$ cat src/rtl/matrix_mult_param_if.sv
// Bus bundle for matrix_mult_param: start/mode/operands in, result and status out.
// The master drives the request side, the slave (the multiplier) drives the result side.
interface matrix_mult_param_if #(
    parameter int N  = 3,
    parameter int DW = 8,
    parameter int OW = 16
);
    logic                  start;
    logic                  signed_mode;
    logic [N*N*DW-1:0]     a_flat;
    logic [N*N*DW-1:0]     b_flat;
    logic [N*N*OW-1:0]     c_flat;
    logic                  busy;
    logic                  done;
    logic                  sat;

    modport master (
        output start, signed_mode, a_flat, b_flat,
        input  c_flat, busy, done, sat
    );

    modport slave (
        input  start, signed_mode, a_flat, b_flat,
        output c_flat, busy, done, sat
    );
endinterface

$ cat src/rtl/matrix_mult_param.sv
// Sequential NxN matrix multiplier: one shared multiplier, one MAC per cycle, atomic result update.
// Optional output clamping is enabled by defining MATMUL_SAT_EN; otherwise results wrap to OW bits.
module matrix_mult_param #(
    parameter int N  = 3,
    parameter int DW = 8,
    parameter int OW = 16
) (
    input  logic                 clk,
    input  logic                 rst,
    matrix_mult_param_if.slave   bus
);
    localparam int NE  = N * N;
    localparam int IW  = $clog2(N);
    localparam int EW  = $clog2(NE);
    localparam int ACW = 2 * DW + 4;
    localparam int PW  = 2 * DW + 2;
`ifdef MATMUL_SAT_EN
    localparam int SHW = ACW;
    localparam int XW  = ACW + 1;
    localparam logic signed [XW-1:0] SMAX = (XW'(1) << (OW - 1)) - XW'(1);
    localparam logic signed [XW-1:0] SMIN = ~SMAX;
    localparam logic signed [XW-1:0] UMAX = (XW'(1) << OW) - XW'(1);
`else
    localparam int SHW = OW;
`endif

    typedef enum logic [1:0] {
        S_IDLE = 2'd0,
        S_MAC  = 2'd1,
        S_DONE = 2'd2
    } state_t;

    state_t state, state_next;

    logic [DW-1:0]           a_mem [NE];
    logic [DW-1:0]           b_mem [NE];
    logic                    sm_q;
    logic [IW-1:0]           i_q, j_q, k_q;
    logic signed [ACW-1:0]   acc;
    logic [SHW-1:0]          shadow [NE];
    logic [NE*OW-1:0]        c_q;

    logic                    last_k, last_j, last_elem;
    logic [EW-1:0]           a_idx, b_idx, c_idx;
    logic [DW-1:0]           a_op, b_op;
    logic signed [DW:0]      a_ext, b_ext;
    logic signed [PW-1:0]    product;
    logic signed [ACW-1:0]   acc_sum;
    logic [SHW-1:0]          res [NE];
    logic [NE*OW-1:0]        c_next;
    logic                    sat_next;

    // ------------------------------------------------------------------
    // Control FSM
    // ------------------------------------------------------------------
    always_ff @(posedge clk or posedge rst) begin
        if (rst) state <= S_IDLE;
        else     state <= state_next;
    end

    // NOTE: every always_comb output gets a default first so no path can infer a latch.
    always_comb begin
        state_next = state;
        case (state)
            S_MAC:   if (last_elem) state_next = S_DONE;
            S_DONE:  state_next = S_IDLE;
            default: if (bus.start) state_next = S_MAC;  // IDLE and the unused encoding
        endcase
    end

    assign bus.busy = (state == S_MAC) || (state == S_DONE);
    assign bus.done = (state == S_DONE);

    // ------------------------------------------------------------------
    // Shared multiply-accumulate
    // ------------------------------------------------------------------
    assign last_k    = (k_q == IW'(N - 1));
    assign last_j    = (j_q == IW'(N - 1));
    assign last_elem = last_k && last_j && (i_q == IW'(N - 1));

    assign a_idx = EW'(int'(i_q) * N + int'(k_q));
    assign b_idx = EW'(int'(k_q) * N + int'(j_q));
    assign c_idx = EW'(int'(i_q) * N + int'(j_q));

    assign a_op  = a_mem[a_idx];
    assign b_op  = b_mem[b_idx];
    assign a_ext = {sm_q & a_op[DW-1], a_op};
    assign b_ext = {sm_q & b_op[DW-1], b_op};

    assign product = a_ext * b_ext;
    assign acc_sum = acc + {{(ACW - PW){product[PW-1]}}, product};

    // Final element bypasses the shadow so the whole matrix lands in c_flat on one edge.
    always_comb begin
        for (int e = 0; e < NE; e++) begin
            res[e] = shadow[e];
        end
        res[NE-1] = acc_sum[SHW-1:0];
    end

`ifdef MATMUL_SAT_EN
    logic signed [XW-1:0] val;

    always_comb begin
        sat_next = 1'b0;
        c_next   = '0;
        val      = '0;
        for (int e = 0; e < NE; e++) begin
            val = {res[e][SHW-1], res[e]};
            if (sm_q) begin
                if (val > SMAX) begin
                    c_next[e*OW +: OW] = SMAX[OW-1:0];
                    sat_next           = 1'b1;
                end else if (val < SMIN) begin
                    c_next[e*OW +: OW] = SMIN[OW-1:0];
                    sat_next           = 1'b1;
                end else begin
                    c_next[e*OW +: OW] = val[OW-1:0];
                end
            end else begin
                if (val > UMAX) begin
                    c_next[e*OW +: OW] = UMAX[OW-1:0];
                    sat_next           = 1'b1;
                end else if (val[XW-1]) begin
                    c_next[e*OW +: OW] = '0;
                    sat_next           = 1'b1;
                end else begin
                    c_next[e*OW +: OW] = val[OW-1:0];
                end
            end
        end
    end

    logic sat_q;

    always_ff @(posedge clk or posedge rst) begin
        if (rst)                            sat_q <= 1'b0;
        else if (state == S_MAC && last_elem) sat_q <= sat_next;
    end

    assign bus.sat = sat_q;
`else
    always_comb begin
        sat_next = 1'b0;
        c_next   = '0;
        for (int e = 0; e < NE; e++) begin
            c_next[e*OW +: OW] = res[e];
        end
    end

    assign bus.sat = sat_next;
`endif

    // ------------------------------------------------------------------
    // Datapath registers
    // ------------------------------------------------------------------
    // NOTE: sequential state uses non-blocking assignments so every register samples pre-edge values.
    always_ff @(posedge clk or posedge rst) begin
        if (rst) begin
            // NOTE: operand and shadow arrays are reset because a reset must leave no stale result behind.
            for (int e = 0; e < NE; e++) begin
                a_mem[e]  <= '0;
                b_mem[e]  <= '0;
                shadow[e] <= '0;
            end
            sm_q <= 1'b0;
            i_q  <= '0;
            j_q  <= '0;
            k_q  <= '0;
            acc  <= '0;
            c_q  <= '0;
        end else begin
            case (state)
                S_MAC: begin
                    if (last_k) begin
                        shadow[c_idx] <= acc_sum[SHW-1:0];
                        acc           <= '0;
                        k_q           <= '0;
                        if (last_j) begin
                            j_q <= '0;
                            i_q <= last_elem ? '0 : i_q + IW'(1);
                        end else begin
                            j_q <= j_q + IW'(1);
                        end
                    end else begin
                        acc <= acc_sum;
                        k_q <= k_q + IW'(1);
                    end
                    if (last_elem) c_q <= c_next;
                end
                S_DONE: ;
                default: begin
                    if (bus.start) begin
                        for (int e = 0; e < NE; e++) begin
                            a_mem[e] <= bus.a_flat[e*DW +: DW];
                            b_mem[e] <= bus.b_flat[e*DW +: DW];
                        end
                        sm_q <= bus.signed_mode;
                        i_q  <= '0;
                        j_q  <= '0;
                        k_q  <= '0;
                        acc  <= '0;
                    end
                end
            endcase
        end
    end

    assign bus.c_flat = c_q;
endmodule

$ cat src/flat_wrapper.sv
// flat-port wrapper written by rule: the top's interface ports become plain ports
module matrix_mult_param_flat 
#(
    parameter int N  = 3,
    parameter int DW = 8,
    parameter int OW = 16
)
  (clk, rst, bus_start, bus_signed_mode, bus_a_flat, bus_b_flat, bus_c_flat, bus_busy, bus_done, bus_sat);
  matrix_mult_param_if #(.N(N), .DW(DW), .OW(OW)) bus_i ();
  input  logic clk;
  input  logic rst;
  input wire logic [$bits(bus_i.start)-1:0] bus_start;
  input wire logic [$bits(bus_i.signed_mode)-1:0] bus_signed_mode;
  input wire logic [$bits(bus_i.a_flat)-1:0] bus_a_flat;
  input wire logic [$bits(bus_i.b_flat)-1:0] bus_b_flat;
  output wire logic [$bits(bus_i.c_flat)-1:0] bus_c_flat;
  output wire logic [$bits(bus_i.busy)-1:0] bus_busy;
  output wire logic [$bits(bus_i.done)-1:0] bus_done;
  output wire logic [$bits(bus_i.sat)-1:0] bus_sat;
  assign bus_i.start = bus_start;
  assign bus_i.signed_mode = bus_signed_mode;
  assign bus_i.a_flat = bus_a_flat;
  assign bus_i.b_flat = bus_b_flat;
  assign bus_c_flat = bus_i.c_flat;
  assign bus_busy = bus_i.busy;
  assign bus_done = bus_i.done;
  assign bus_sat = bus_i.sat;
  matrix_mult_param #(.N(N), .DW(DW), .OW(OW)) u_core (.clk(clk), .rst(rst), .bus(bus_i));
endmodule
$ cat config.mk
export PLATFORM = sky130hd
export DESIGN_NAME = matrix_mult_param_flat
export DESIGN_NICKNAME = d
export VERILOG_FILES = /design/src/rtl/matrix_mult_param_if.sv /design/src/rtl/matrix_mult_param.sv /design/src/flat_wrapper.sv
export SDC_FILE = /design/constraint.sdc
export NUM_CORES = 1
export LEC_CHECK = 0
export BUFFER_PORTS_ARGS = -buffer_cell sky130_fd_sc_hd__buf_2
export CAP_MARGIN = 20
export CORE_AREA = 10 10 260 262
export DETAILED_ROUTE_END_ITERATION = 8
export DIE_AREA = 0 0 270 272
export PLACE_DENSITY_LB_ADDON = 0.05
export SLEW_MARGIN = 20
export SYNTH_ARGS = -nofsm -noshare
export SYNTH_HDL_FRONTEND = slang
export SYNTH_SLANG_ARGS = --single-unit
$ cat constraint.sdc
create_clock -name clk -period 17.26 [get_ports clk]
set_input_delay 3.452 -clock clk [delete_from_list [all_inputs] [get_ports clk]]
set_output_delay 3.452 -clock clk [all_outputs]
set_load 0.02 [all_outputs]
== After elaboration in Yosys (flattened, before gate mapping) ==
Cells that the tools add are included.
Storage, ports and cells
  register bits after elaboration: 461
  input port bits: 148
  output and inout port bits: 147
  word-level logic and storage cells: 102
Operators by class
  add/sub/neg operators: 7
  multipliers: 3
  $lt $le $gt $ge: 4
  eq/ne operators: 8
  muxes and demuxes: 25
  bitwise logic cells: 7
  reduce and logical (&&, ||, !) cells: 14
Operators by type and width (number)
  $bwmux W144: 1
  $bmux W8 S4: 2
  $demux W16 S4: 1
  $mux W20: 2
  $pmux W20 S2: 1
  $mux W8: 4
  $add A20 B20 Y20: 1
  $mul A9 B9 Y18: 1
  $mux W2: 9
  $mux W16: 1
  $pmux W2 S2: 4
  $ge A5 B5 Y1 const B: 3
  $not A4 Y5: 3
  $add A4 B3 Y4: 3
  $reduce_and A2 Y1: 5
  $eq A2 B2 Y1 const B: 4
  $mul A2 B2 Y4 const B: 2
  $add A2 B1 Y2 const B: 3
  $ne A2 B1 Y1 const B: 3
  $lt A5 B1 Y1 const B: 1
  $reduce_and A4 Y1: 1
  $logic_and A1 B1 Y1: 3
  $reduce_and A3 Y1: 1
  $reduce_bool A3 Y1: 1
  other kinds (6): 8

== Logic depth before layout (Yosys ltp) ==
  depth after elaboration: 11
  depth in mapped cells: 35
  depth with buffers taken out: 33

== Least setup slack after synthesis ==
OpenSTA, ideal clock, no wires.
  kind: reg-to-reg
  start point: register u_core.k_q[0]
  end point: register u_core.shadow, in the netlist u_core.c_next[110]
  setup time: 0.148 ns
  arrival: 8.301 ns
  required time: 17.112 ns
  setup slack: 8.811 ns
  stages on the path, launching flop included: 33
  buffers on the path: 3
  period minus slack after synthesis: 8.449 ns
  path through: dfrtp_1 -> fa_1 -> ha_1 -> fa_1 -> buf_2 -> buf_1 -> mux4_2 -> mux2i_1 -> nor2_1 -> a21oi_1 -> nor2_1 -> fa_1 -> inv_1 -> fa_1 -> inv_1 -> fa_1 -> fa_1 -> inv_1 -> fa_1 -> inv_1 -> ha_1 -> inv_1 -> o21bai_1 -> a21oi_1 -> o21ai_0 -> a2111oi_0 -> nand4b_1 -> ha_1 -> or3b_2 -> clkbuf_1 -> nor2_1 -> a211oi_1 -> o311ai_0
Between the ends
  longest elaborated chain between the ends: 10
  elaborated cells between the ends (all ways): 18
  those cells by class: add/sub: 3; mul: 2; eq/ne: 1; mux: 7; bitwise: 4; reduce/logical: 1
RTL lines
  start, declared: RTL line matrix_mult_param.sv:38  | logic [IW-1:0] i_q, j_q, k_q;
  start signal, assigned: RTL line matrix_mult_param.sv:187  | k_q <= k_q + IW'(1);
  $mul A2 B2 Y4: RTL line matrix_mult_param.sv:82  | assign b_idx = EW'(int'(k_q) * N + int'(j_q));
  $add A4 B3 Y4: RTL line matrix_mult_param.sv:82
  $not A4 Y5 (implied by the code): RTL line matrix_mult_param.sv:86  | assign b_op = b_mem[b_idx];
  $bmux W8 S4: RTL line matrix_mult_param.sv:86
  $mux W8 (implied by the code) (2 in series): RTL line matrix_mult_param.sv:86
  $and A1 B1 Y1: RTL line matrix_mult_param.sv:88  | assign b_ext = {sm_q & b_op[DW-1], b_op};
  $mul A9 B9 Y18: RTL line matrix_mult_param.sv:90  | assign product = a_ext * b_ext;
  $add A20 B20 Y20: RTL line matrix_mult_param.sv:91  | assign acc_sum = acc + {{(ACW - PW){product[PW-1]}}, product};
  $bwmux W144: RTL line matrix_mult_param.sv:176  | shadow[c_idx] <= acc_sum[SHW-1:0];
  end signal, assigned by index: RTL line matrix_mult_param.sv:176
  end, declared: RTL line matrix_mult_param.sv:40  | logic [SHW-1:0] shadow [NE];
Several ways; a longest one is shown, not always the timed one. The select of a mux whose other input is x is not followed.
A chain may end at the register's enable or synchronous reset.

== Final worst setup path ==
  start point: register u_core.k_q[0]
  end point: register u_core.shadow, in the netlist u_core.c_next[31]
Same word-level chain as after synthesis.

==> results.sh <==
export IMPL_grt_busiest_layer="met2"
export IMPL_grt_use_met2_pct=29.0
export IMPL_cts_resized=0
export IMPL_cts_num_sinks=441
export IMPL_setup_viol=0
export IMPL_hpwl_um=43800
export IMPL_clk_latency_ps=620
export IMPL_hold_class="register to register"
export IMPL_avgSynthCellArea_um2=11.0
export IMPL_outcome="completed"
export IMPL_final_cell_mix="550 x nand2_1, 441 x dfrtp_1, 293 x buf_2"
export IMPL_htreeDepth=2
export IMPL_core_um2=62500
export IMPL_rows=92
export IMPL_drtPass1Iterations=5
export IMPL_grt_max_degree=119
export IMPL_syn_cell_area_um2=21600
export IMPL_cts_setup_buffers=0
export IMPL_met1_usage_pct=21.8
export IMPL_grtUsageMet3_pct=3.22
export IMPL_crit_required_ps=17710
export IMPL_ys_ff_latch=441
export IMPL_numCtsBuffers=51
export IMPL_synthDistinctLibCells=67
export IMPL_grt_total_usage_pct=16.9
export IMPL_clock_skew_ps=46.2
export IMPL_synth_compound_area_share_pct=7.34
export IMPL_worst_pin_slew_ps=1070
export IMPL_netlist_instances=1963
export IMPL_vias_per_cell=4.76
export IMPL_clk_pin_slew_ps=60
export IMPL_synth_simple_area_share_pct=13.1
export IMPL_cts_root_buf="clkbuf_16"
export IMPL_cts_path_max_buffers=3
export IMPL_nNetsFinal=2508
export IMPL_dieWidth_um=270
export IMPL_portBuffers=293
export IMPL_max_stage_delay_ps=600
export IMPL_via_count=14900
export IMPL_fin_crit_sh_pct=54.0
export IMPL_drt_wl_total_um=61900
export IMPL_async_reset_ff_share_pct=100
export IMPL_critPathLaunchType="register"
export IMPL_crit_fanout=17
export IMPL_route_antenna_remaining_nets=0
export IMPL_synth_nets=2240
export IMPL_synth_seq_area_share_pct=51.0
export IMPL_arrival_ps=9760
export IMPL_drc=0
export IMPL_place_gp_congestion=0.847
export IMPL_maxSlewHeadroom_pct=28.6
export IMPL_criticalPathCategory="register to register"
export IMPL_synthMuxAreaShare_pct=14.0
export IMPL_drv_cap=0
export IMPL_hold_viol=0
export IMPL_ios=295
export IMPL_synth_top_family_by_area="multiplexers"
export IMPL_cts_tree="built"
export IMPL_slowest_stage="a21oi_1"
export IMPL_synth_edf_count=0
export IMPL_crit_top_cell="fa_1"
export IMPL_synth_xor_area_share_pct=1.07
export IMPL_wl_per_cell_um=19.8
export IMPL_ys_flop_type="dfrtp_1"
export IMPL_grt_pass1_wl_um=98000
export IMPL_synthAdderAreaFrac_pct=9.82
export IMPL_r2r_cells=31
export IMPL_cts_hold_fix_buffers=0
export IMPL_final_common_cell="nand2_1"
export IMPL_fin_crit_ps=9320
export IMPL_drt_iter0_drc=891
export IMPL_grt_ovfl_total=0
export IMPL_antenna_found_initial=3
export IMPL_rsz0062_at_grt="no"
export IMPL_fin_tns_setup_ps=0
export IMPL_syn_to_final_growth_pct=19.4
export IMPL_dieHeight_um=272
export IMPL_drive_above_1_share_pct=29.7
export IMPL_initial_core_util_pct=34.6
export IMPL_max_freq_ghz=0.107
export IMPL_endpoint_kind="register"
export IMPL_yosysWarnings=0
export IMPL_min_path_cells=2
export IMPL_die_area_um2=73400
export IMPL_final_max_slew_viol_count=0
export IMPL_grt_pass1_vias=16100
-- through the flow --
stage | instances | area (um2) | setup slack [ps] | hold WS (ps) | utilization [%]
2_1_floorplan | 1963 | 21600 | 1520 | 433 | -
3_3_place_gp | 3020 | 24000 | 7940 | 444 | 38.4
3_5_place_dp | 3022 | 24100 | 7890 | 444 | 38.5
4_1_cts | 3118 | 25800 | 7850 | 450 | 41.2
5_1_grt | 3120 | 25800 | 7330 | 471 | 41.3
6_report | 3122 | 25800 | 7940 | 441 | 41.3
-- cell usage after synthesis (13+ instances only) --
master	number	share of area [%]
o21ai_0	72	1.7
o31ai_1	20	0.69
nand2_1	553	9.6
fa_1	68	6.3
xnor2_1	13	0.53
ha_1	61	3.5
inv_1	99	1.7
a21oi_1	24	0.56
dfrtp_1	441	51
nor2_1	85	1.5
mux4_2	32	3.3
mux2_2	194	10
clkbuf_1	85	1.5
o211ai_1	17	0.59
-- logic make-up (layout without fill, tap and decap cells) --
group	count (synthesis)	in the layout
fa+ha+maj	129	129
flops	441	441
xor+xnor	24	24
simple gates	703	703
buf+inv	201	512
mux	237	237
other cells	1	3
compound gates	227	227
-- worst max-delay path: cells and delay by family (launching register included) --
kind	cells	cell delay, ps
flip-flops	1	460
AO/OA/AOI/OAI	7	1800
buffers and inverters	6	570
XOR/XNOR	1	170
AND/OR/NAND/NOR	5	1120
adder cells (fa/ha/maj)	10	4400
multiplexers	2	580
-- final cells by class --
class                      instances  area, um2
antenna                            2       5.00
inverter                          99        379
timing repair buffer             317       1670
tap                              846       1060
clock inverter                    18        211
fill                            6138      36700
multi-input combinational       1321       9950
clock buffer                      78       1510
sequential                       441      11000
-- registers in the layout (all words and copies together) (netlist names) --
| signal | flops |
|---|---|
| u_core.bus.c_flat | 144 |
| u_core.c_next | 128 |
| u_core.a_mem | 72 |
| u_core.b_mem | 72 |
| u_core.acc | 16 |
| u_core.i_q | 2 |
| u_core.j_q | 2 |
| u_core.k_q | 2 |
| u_core.state | 2 |
| u_core.sm_q | 1 |
-- path summary, 6_finish.rpt --
kind	startpoint	slack, ps	to
worst min-delay path	u_core.c_next[109]$_DFFE_PP0P_	440	u_core.bus.c_flat[109]$_DFFE_PP0P_
worst max register to register	u_core.k_q[0]$_DFFE_PP0P_	7940	u_core.c_next[31]$_DFFE_PP0P_
worst min register to register	u_core.c_next[109]$_DFFE_PP0P_	440	u_core.bus.c_flat[109]$_DFFE_PP0P_
worst max-delay path	u_core.k_q[0]$_DFFE_PP0P_	7940	u_core.c_next[31]$_DFFE_PP0P_
max in group asynchronous	rst	11250	u_core.bus.c_flat[36]$_DFFE_PP0P_
min in group asynchronous	rst	3020	u_core.bus.c_flat[6]$_DFFE_PP0P_
-- routing by layer --
layer  wire length (um)  vias to the layer above
li1                   -                     7099
met1              27500                     7441
met2              30800                      264
met3               2500                       66
met4               1100                        2
met5                 17                        -
Power is not shown: default switching activity piles up to over one toggle a cycle in this logic, so the estimate is an artifact.
